[config.mk]
export PLATFORM = sky130hd
export DESIGN_NAME = studio2_keypad
export DESIGN_NICKNAME = d
export VERILOG_FILES = /design/src/rtl/studio2_keypad.sv
export SDC_FILE = /design/constraint.sdc
export NUM_CORES = 1
export LEC_CHECK = 0
export BUFFER_PORTS_ARGS = -buffer_cell sky130_fd_sc_hd__buf_2
export CAP_MARGIN = 10
export CORE_MARGIN = 1.5
export CORE_UTILIZATION = 44
export CTS_CLUSTER_SIZE = 25
export DETAILED_ROUTE_END_ITERATION = 8
export PLACE_DENSITY = 0.83
export SKIP_LAST_GASP = 1
export SLEW_MARGIN = 15
export SYNTH_ARGS = -nofsm -noshare
export SYNTH_HDL_FRONTEND = slang
export SYNTH_SLANG_ARGS = --single-unit
[constraint.sdc]
create_clock -name clk -period 1.2 [get_ports clk]
set_input_delay 0.36 -clock clk [delete_from_list [all_inputs] [get_ports clk]]
set_output_delay 0.36 -clock clk [all_outputs]
set_load 0.01 [all_outputs]
[src/rtl/studio2_keypad.sv]
// studio2_keypad: Studio II keypad interface.
// Latches the key-select nibble written by the CPU OUT instruction, synchronises
// the two 10-key pads and drives EF3 (pad A) / EF4 (pad B) with the selected key.
// Build option: define KEYPAD_DEBOUNCE_EN to add per-key debounce counters
// sampled on ce; without it the synchroniser output is used directly.
module studio2_keypad #(
  parameter logic [2:0] KEY_PORT  = 3'd2,
  parameter int         DEB_W     = 4,
  parameter int         DEB_COUNT = 10
) (
  input  logic       clk,
  input  logic       resetq,
  input  logic       ce,
  input  logic       io_out,
  input  logic [2:0] io_n,
  input  logic [7:0] io_dout,
  input  logic [9:0] keys_a,
  input  logic [9:0] keys_b,
  output logic [3:0] key_sel,
  output logic [3:0] ef
);

  localparam int NKEYS = 20;
  localparam logic [DEB_W-1:0] DEB_LAST = DEB_W'(DEB_COUNT - 1);

  logic [3:0]       key_sel_q, key_sel_d;
  logic [3:0]       ef_q, ef_d;
  logic [NKEYS-1:0] sync1_q, sync1_d;
  logic [NKEYS-1:0] sync2_q, sync2_d;
  logic [NKEYS-1:0] stable;
  logic [9:0]       stable_a, stable_b;
  logic             unused_bits;

  // Key-select latch: only an OUT to the keypad port loads the low nibble.
  always_comb begin
    key_sel_d = key_sel_q;
    if (io_out && (io_n == KEY_PORT)) begin
      key_sel_d = io_dout[3:0];
    end
  end

  // Two-stage synchroniser inputs; pad B occupies the upper ten bits.
  always_comb begin
    sync1_d = {keys_b, keys_a};
    sync2_d = sync1_q;
  end

`ifdef KEYPAD_DEBOUNCE_EN
  logic [NKEYS-1:0] stable_q, stable_d;
  logic [DEB_W-1:0] cnt_q [NKEYS];
  logic [DEB_W-1:0] cnt_d [NKEYS];

  // Per-key debounce: a key must disagree with its stable state for DEB_COUNT
  // consecutive ce samples before it flips; any agreeing sample restarts the count.
  always_comb begin
    stable_d = stable_q;
    for (int i = 0; i < NKEYS; i++) begin
      cnt_d[i] = cnt_q[i];
    end
    if (ce) begin
      for (int i = 0; i < NKEYS; i++) begin
        if (sync2_q[i] == stable_q[i]) begin
          cnt_d[i] = '0;
        end else if (cnt_q[i] == DEB_LAST) begin
          stable_d[i] = sync2_q[i];
          cnt_d[i]    = '0;
        end else begin
          cnt_d[i] = cnt_q[i] + 1'b1;
        end
      end
    end
  end

  // Debounce state registers.
  always_ff @(posedge clk or negedge resetq) begin
    if (!resetq) begin
      stable_q <= '0;
      for (int i = 0; i < NKEYS; i++) begin
        cnt_q[i] <= '0;
      end
    end else begin
      stable_q <= stable_d;
      for (int i = 0; i < NKEYS; i++) begin
        cnt_q[i] <= cnt_d[i];
      end
    end
  end

  assign stable      = stable_q;
  assign unused_bits = ^io_dout[7:4];
`else
  // Without debounce the synchroniser output is the stable key state.
  assign stable      = sync2_q;
  assign unused_bits = ^{io_dout[7:4], ce, DEB_LAST};
`endif

  assign stable_a = stable[9:0];
  assign stable_b = stable[19:10];

  // EF mapping: selections 10..15 address no key and read as released.
  always_comb begin
    ef_d = 4'b0000;
    if (key_sel_q <= 4'd9) begin
      ef_d[2] = stable_a[key_sel_q];
      ef_d[3] = stable_b[key_sel_q];
    end
  end

  // Latch, synchroniser and EF registers.
  always_ff @(posedge clk or negedge resetq) begin
    if (!resetq) begin
      key_sel_q <= '0;
      ef_q      <= '0;
      sync1_q   <= '0;
      sync2_q   <= '0;
    end else begin
      key_sel_q <= key_sel_d;
      ef_q      <= ef_d;
      sync1_q   <= sync1_d;
      sync2_q   <= sync2_d;
    end
  end

  assign key_sel = key_sel_q;
  assign ef      = ef_q;

endmodule
==> run metrics, run 1 <==
Setup TNS=-0.603 ns; largest net degree at the start of global routing=35; Hold EP=sync1_q[13]; Seq/Total Area, Yosys=82.1%; I/O Buffers=35; hold path cells=1; Crit Path Category=flip-flop to primary output; largest family of logic cells by synthesized area=multiplexers; CTS tree=yes; flops & latches, synth=46; Compound-Gate Fraction of Synth Area=2.32%; post-synthesis xor/xnor area fraction=0%; YS warnings=0; Crit-path slowest cell=dfrtp_2; ant diodes=0; Die Span Y=59.5 µm; max-slew violations=0; min-delay src=keys_b[3]; CP endpoint kind=primary output; mux cell area share after synthesis=10.7%; worst min path class=primary input to flip-flop; Mean Syn Cell Area=19.5 µm²; Peak Freq=724 MHz; NetSw=0.702 mW; post-DP HPWL=1550 µm; crit path time final=1.38 ns; post-synth top area share=82.1%; Place WS=-0.114 ns; P&R area growth vs syn=28.9%; Starting Density=45.9%; global route overflow=0; Reg2Reg Depth=4; initial antenna violation count=0; Mapped Cells=72; # setup viols final=7; Core Footprint=3050 µm²; R2R Setup Slk=-0.18 ns; CP delay by family, top=flip-flops; Sequential Power Share=57.7%; simple-gate share of the synthesized area=2.77%; initial detailed-routing violation count=16; clock latency on the worst-skew pair=0.33 ns; vias in the first global route=779; final wirelength=2080 µm; Die ar.=3540 µm²; clock root buffer master=clkbuf_4; final hold vios=0; final worst-path setup slack=-0.180 ns; most used cell, CP=buf_6; Synth area leader=dfrtp_1; CP peak stage delay=0.46 ns; Mapped Area=1400 µm²; critical path fanouts, max=4; Max H-tree Level=2; r2r endpoint=ef[2]; routed vias=729; final period utilization=115%; Cell Pwr Density=1650 nW/µm²; layout cells sized above 1=50.8%; final net count=160; GRT Util Overall=13.5%; failing checks=setup timing; CTS Sinks=46; leak pwr=0.874 nW; first-pass GRT wire length=3350 µm; Startpoint Class=flip-flop; TritonRoute pass-1 iters=4; RR Startpoint=key_sel[0]; status=finished with violations; CP arrival=1.02 ns; RSZ-0062 raised after global routing=yes; Netlist cell types=13; Rows=20; # IOs=43; worst clock skew=0.00250 ns; drt wl/cell=12.2 µm; Internal=2.28 mW; clock power share=23.8%; Die Wd=59.5 µm; Post-Synth Adder-Cell Area=0%; top area cells in the synthesized netlist=dfrtp_1 (82%), mux2i_1 (4.3%), mux2_2 (3.2%); CP Cell Sequence=buf_6 -> buf_6; CP Buf/Inv Count=2; filler instances=241; Logic pwr share=18.5%; VDD IR max=0.00115 V; DR DRC count=0; clock tree buffer depth=2; Worst Path Required=0.84 ns; clock-pin slew on the worst setup and hold paths=0.12 ns; Net Sw Frac=23.5%; total CTS buffers=5; RD Place Congestion=0.771; Post-DRT Antenna Nets=0; vias per cell=4.29; number of max-cap violations=0
sequential cells by signal, summed over array words and instances, names as in the netlist:
register and count:
stable 20, sync1_q 20, key_sel 4, ef 2
synthesized netlist by cell type:
cell      count
dfrtp_1      46
nand2_1       1
mux2i_1       6
mux4_2        2
buf_4         2
mux2_2        4
o22ai_1       2
nor2_1        1
and4bb_2      1
nor2b_1       3
a221o_1       2
conb_1        1
buf_6         1
power by group through the flow:
stage / clock network, mW / registers, mW / logic [mW]
CTS: 0.722 / 1.72 / 0.535
global route: 0.801 / 1.74 / 0.597
detailed placement: 0 / 1.78 / 0.406
floorplan: 0 / 1.78 / 0.203
finish: 0.710 / 1.72 / 0.552
global placement: 0 / 1.77 / 0.383
cell usage in the layout (no fill, tap or decap), types with 2 or more instances in the layout:
master,instances
nor2b_1,2
mux2i_1,6
mux2_2,4
conb_1,2
buf_4,9
clkbuf_4,5
o22ai_1,2
dfrtp_2,2
a221o_1,2
mux4_2,2
dfrtp_1,44
buf_2,33
buf_6,4
cell type report:
type	instances	area [µm²]	area share, %
well taps	44	55.1	3.04
clock buffers	7	55.1	3.04
flip-flops and latches	46	1150	63.8
multi-input cells	24	231	12.8
repair buffers	48	308	17.0
clock inverters	1	5.00	0.277
layer usage:
metal / global-route usage, % / share of wire (%) / vias up
met5: 0 / 0 / -
met4: 3.90 / 0.63 / 0
met2: 22.8 / 55 / 26
met1: 15.4 / 38 / 355
li1: - / - / 346
met3: 6.11 / 6.3 / 2
worst register-to-register path, stage by stage (launching register included):
cell     delay (ns)
dfrtp_2        0.43
buf_6          0.11
mux4_2         0.49
nor2b_1        0.15
o22ai_1        0.10
per-stage QoR:
step           cells  utilization, %  cell area, µm²  hold slack [ns]  power (mW)
3_3_place_gp     153            54.1            1650            0.249        2.15
5_1_grt          170            59.2            1810           0.0873        3.13
6_report         170            59.2            1810            0.124        2.98
4_1_cts          169            58.7            1790            0.108        2.98
2_1_floorplan     73               -            1410           0.0644        1.98
3_5_place_dp     153            54.1            1650            0.255        2.18
kinds of logic after synthesis:
family,count (synthesis)
AO/OA/AOI/OAI,4
buffers and inverters,3
flip-flops,46
multiplexers,12
other,1
AND/OR/NAND/NOR,6
how the worst max path moves through the flow:
stage | start | to | slack (ns) | cells after the start
floorplan | key_sel[0] | ef[2] | -0.13 | 4
global placement | key_sel[0] | ef[3] | -0.08 | 3
detailed placement | key_sel[0] | ef[2] | -0.11 | 3
CTS | key_sel[0] | ef[2] | -0.20 | 4
global route | key_sel[0] | key_sel[0] | -0.23 | 2
finish | key_sel[0] | key_sel[0] | -0.18 | 2
what timing repair did:
action	CTS	global route
gates resized for setup	4	3
hold buffers	1	0
setup endpoints to repair	8	8
hold endpoints to repair	12	0
gates cloned	0	0
buffers inserted	7	1
Note: power is estimated with default switching activity, not from simulation.
==> run 2: changes to the inputs <==
CORE_UTILIZATION = 48   (was 44)
PLACE_DENSITY = 0.85   (was 0.83)
clock period = 1.4 ns   (was 1.2 ns; I/O delays follow)
==> run 2 against run 1 <==
  * The flow now finishes without violations
  * Cell count shrank 12%
  * Clock power shrank 6.3%
  * Worst hold slack lost 0.096 ns
  * Clock skew rose by 0.0048 ns
  * Highest routed layer unchanged
  * Sequential power down 13%
  * Sequential share of layout area is 2.5 points higher
  * Critical path depth unchanged
==> run metrics, run 2 (synthesis gave the netlist of run 1 again) <==
leak pwr=0.844 nW (was 0.874 nW); R2R Setup Slk=0.03 ns (was -0.18 ns); Internal=1.95 mW (was 2.28 mW); I/O Buffers=35 (unchanged); total CTS buffers=5 (unchanged); CP endpoint kind=primary output (unchanged); final wirelength=2020 µm (was 2080 µm); RSZ-0062 raised after global routing=yes (unchanged); Startpoint Class=flip-flop (unchanged); initial detailed-routing violation count=3 (was 16); vias in the first global route=731 (was 779); Crit Path Category=flip-flop to primary output (unchanged); RR Startpoint=key_sel[0] (unchanged); CTS tree=yes (unchanged); ant diodes=0 (unchanged); first-pass GRT wire length=3280 µm (was 3350 µm); Core Util, Final=63.0% (was 59.2%); DR DRC count=0 (unchanged); Place WS=0.0387 ns (was -0.114 ns); largest net degree at the start of global routing=47 (was 35); final net count=153 (was 160); initial antenna violation count=0 (unchanged); Post-DP Area=1620 µm² (was 1650 µm²); clock latency on the worst-skew pair=0.33 ns (about the same); Rows=19 (was 20); number of max-cap violations=0 (unchanged); Sequential Power Share=58.6% (was 57.7%); Logic pwr share=15.1% (was 18.5%); final worst-path setup slack=0.00879 ns (was -0.180 ns); status=finished clean (was finished with violations); routed vias=724 (was 729); Worst Path Required=0.98 ns (was 0.84 ns); critical path fanouts, max=2 (was 4); GRT Util Overall=14.4% (was 13.5%); post-DP HPWL=1500 µm (was 1550 µm); Finished Layout Cells=150 (was 170); Reg2Reg Depth=5 (was 4); final hold vios=0 (unchanged); CP arrival=0.97 ns (was 1.02 ns); layout cells sized above 1=47.9% (was 50.8%); most common cell after layout, fill and taps aside=dfrtp_1 (unchanged); vias per cell=4.83 (was 4.29); worst clock skew=0.00733 ns (was 0.00250 ns); max-slew violations=0 (unchanged); crit path time final=1.39 ns; Peak Freq=719 MHz; TritonRoute pass-1 iters=3 (was 4); worst min path class=primary input to asynchronous set/reset pin (was primary input to flip-flop); Setup TNS=0 ns (was -0.603 ns); Core Footprint=2760 µm² (was 3050 µm²); global route overflow=0 (unchanged); Post-DRT Antenna Nets=0 (unchanged); CTS Sinks=46 (unchanged); # IOs=43 (unchanged); Starting Density=50.9% (was 45.9%); clock tree buffer depth=2 (unchanged); P&R area growth vs syn=23.8% (was 28.9%); Cell Pwr Density=1460 nW/µm² (was 1650 nW/µm²); NetSw=0.587 mW (was 0.702 mW); Die Wd=57.1 µm (was 59.5 µm); Worst Hold Slack=0.0285 ns (was 0.124 ns); Max H-tree Level=2 (unchanged); clock root buffer master=clkbuf_4 (unchanged); Finished Cell Area=1740 µm² (was 1810 µm²); # setup viols final=0 (was 7); clock-pin slew on the worst setup and hold paths=0.12 ns (about the same); r2r endpoint=ef[3] (was ef[2]); final period utilization=99.4%; VDD IR max=0.00113 V (was 0.00115 V); Net Sw Frac=23.2% (was 23.5%); commonest cells after routing, fill and taps aside=dfrtp_1 (45), buf_2 (34), mux2i_1 (6) (was dfrtp_1 (44), buf_2 (33), buf_4 (9)); drt wl/cell=13.4 µm (was 12.2 µm); Die ar.=3260 µm² (was 3540 µm²); Power Total=2.53 mW (was 2.98 mW); clock power share=26.2% (was 23.8%); Placed Cells=138 (was 153); Die Span Y=57.1 µm (was 59.5 µm); RD Place Congestion=0.693 (was 0.771)
-- run 2: cell types whose count changed in the layout (fill, tap and decap cells not counted), sizes merged --
cell         previous run  this run
buf                    47        41
dlygate4sd3             1         0
-- run 2: power groups by stage --
stage	combinational (mW)	sequential, mW	clock [mW]
final	0.384	1.49	0.665
after global routing	0.421	1.50	0.747
after floorplan	0.173	1.52	0
after detailed placement	0.331	1.52	0
after global placement	0.314	1.51	0
after CTS	0.370	1.49	0.696
-- run 2: final cells by class --
type                    instances  area, µm²
flip-flops and latches         46       1150
fillers                       205       1020
repair buffers                 41        243
multi-input cells              24        229
clock buffers                   7       65.1
well taps                      31       38.8
clock inverters                 1       8.76
-- run 2: worst max-delay path: stages (launching register included) --
cell     delay (ns)
dfrtp_1        0.41
buf_6          0.12
buf_6          0.11
-- run 2: worst max path at each step --
stage,start,to,slack [ns],cells past startpoint
2_1_floorplan,key_sel[0],ef[2],0.06,4
3_3_place_gp,io_n[2],key_sel[3],0.08,3
3_5_place_dp,io_n[2],key_sel[2],0.04,3
4_1_cts,key_sel[0],key_sel[0],-0.01,2
5_1_grt,key_sel[0],ef[3],-0.04,5
6_report,key_sel[0],key_sel[0],0.009,2
-- run 2: timing repair --
item,in CTS,in global routing
setup endpoints to repair,2,6
gates resized for setup,3,0
hold buffers,0,0
gates cloned,0,0
setup buffers,2,2
-- run 2: layer usage --
layer | track usage, % | vias to the layer above | routed length, µm
met1 | 18.0 | 354 | 745
li1 | - | 336 | -
met2 | 22.3 | 32 | 1100
met3 | 4.08 | 2 | 145
met5 | 0 | - | 0
met4 | 8.97 | 0 | 24
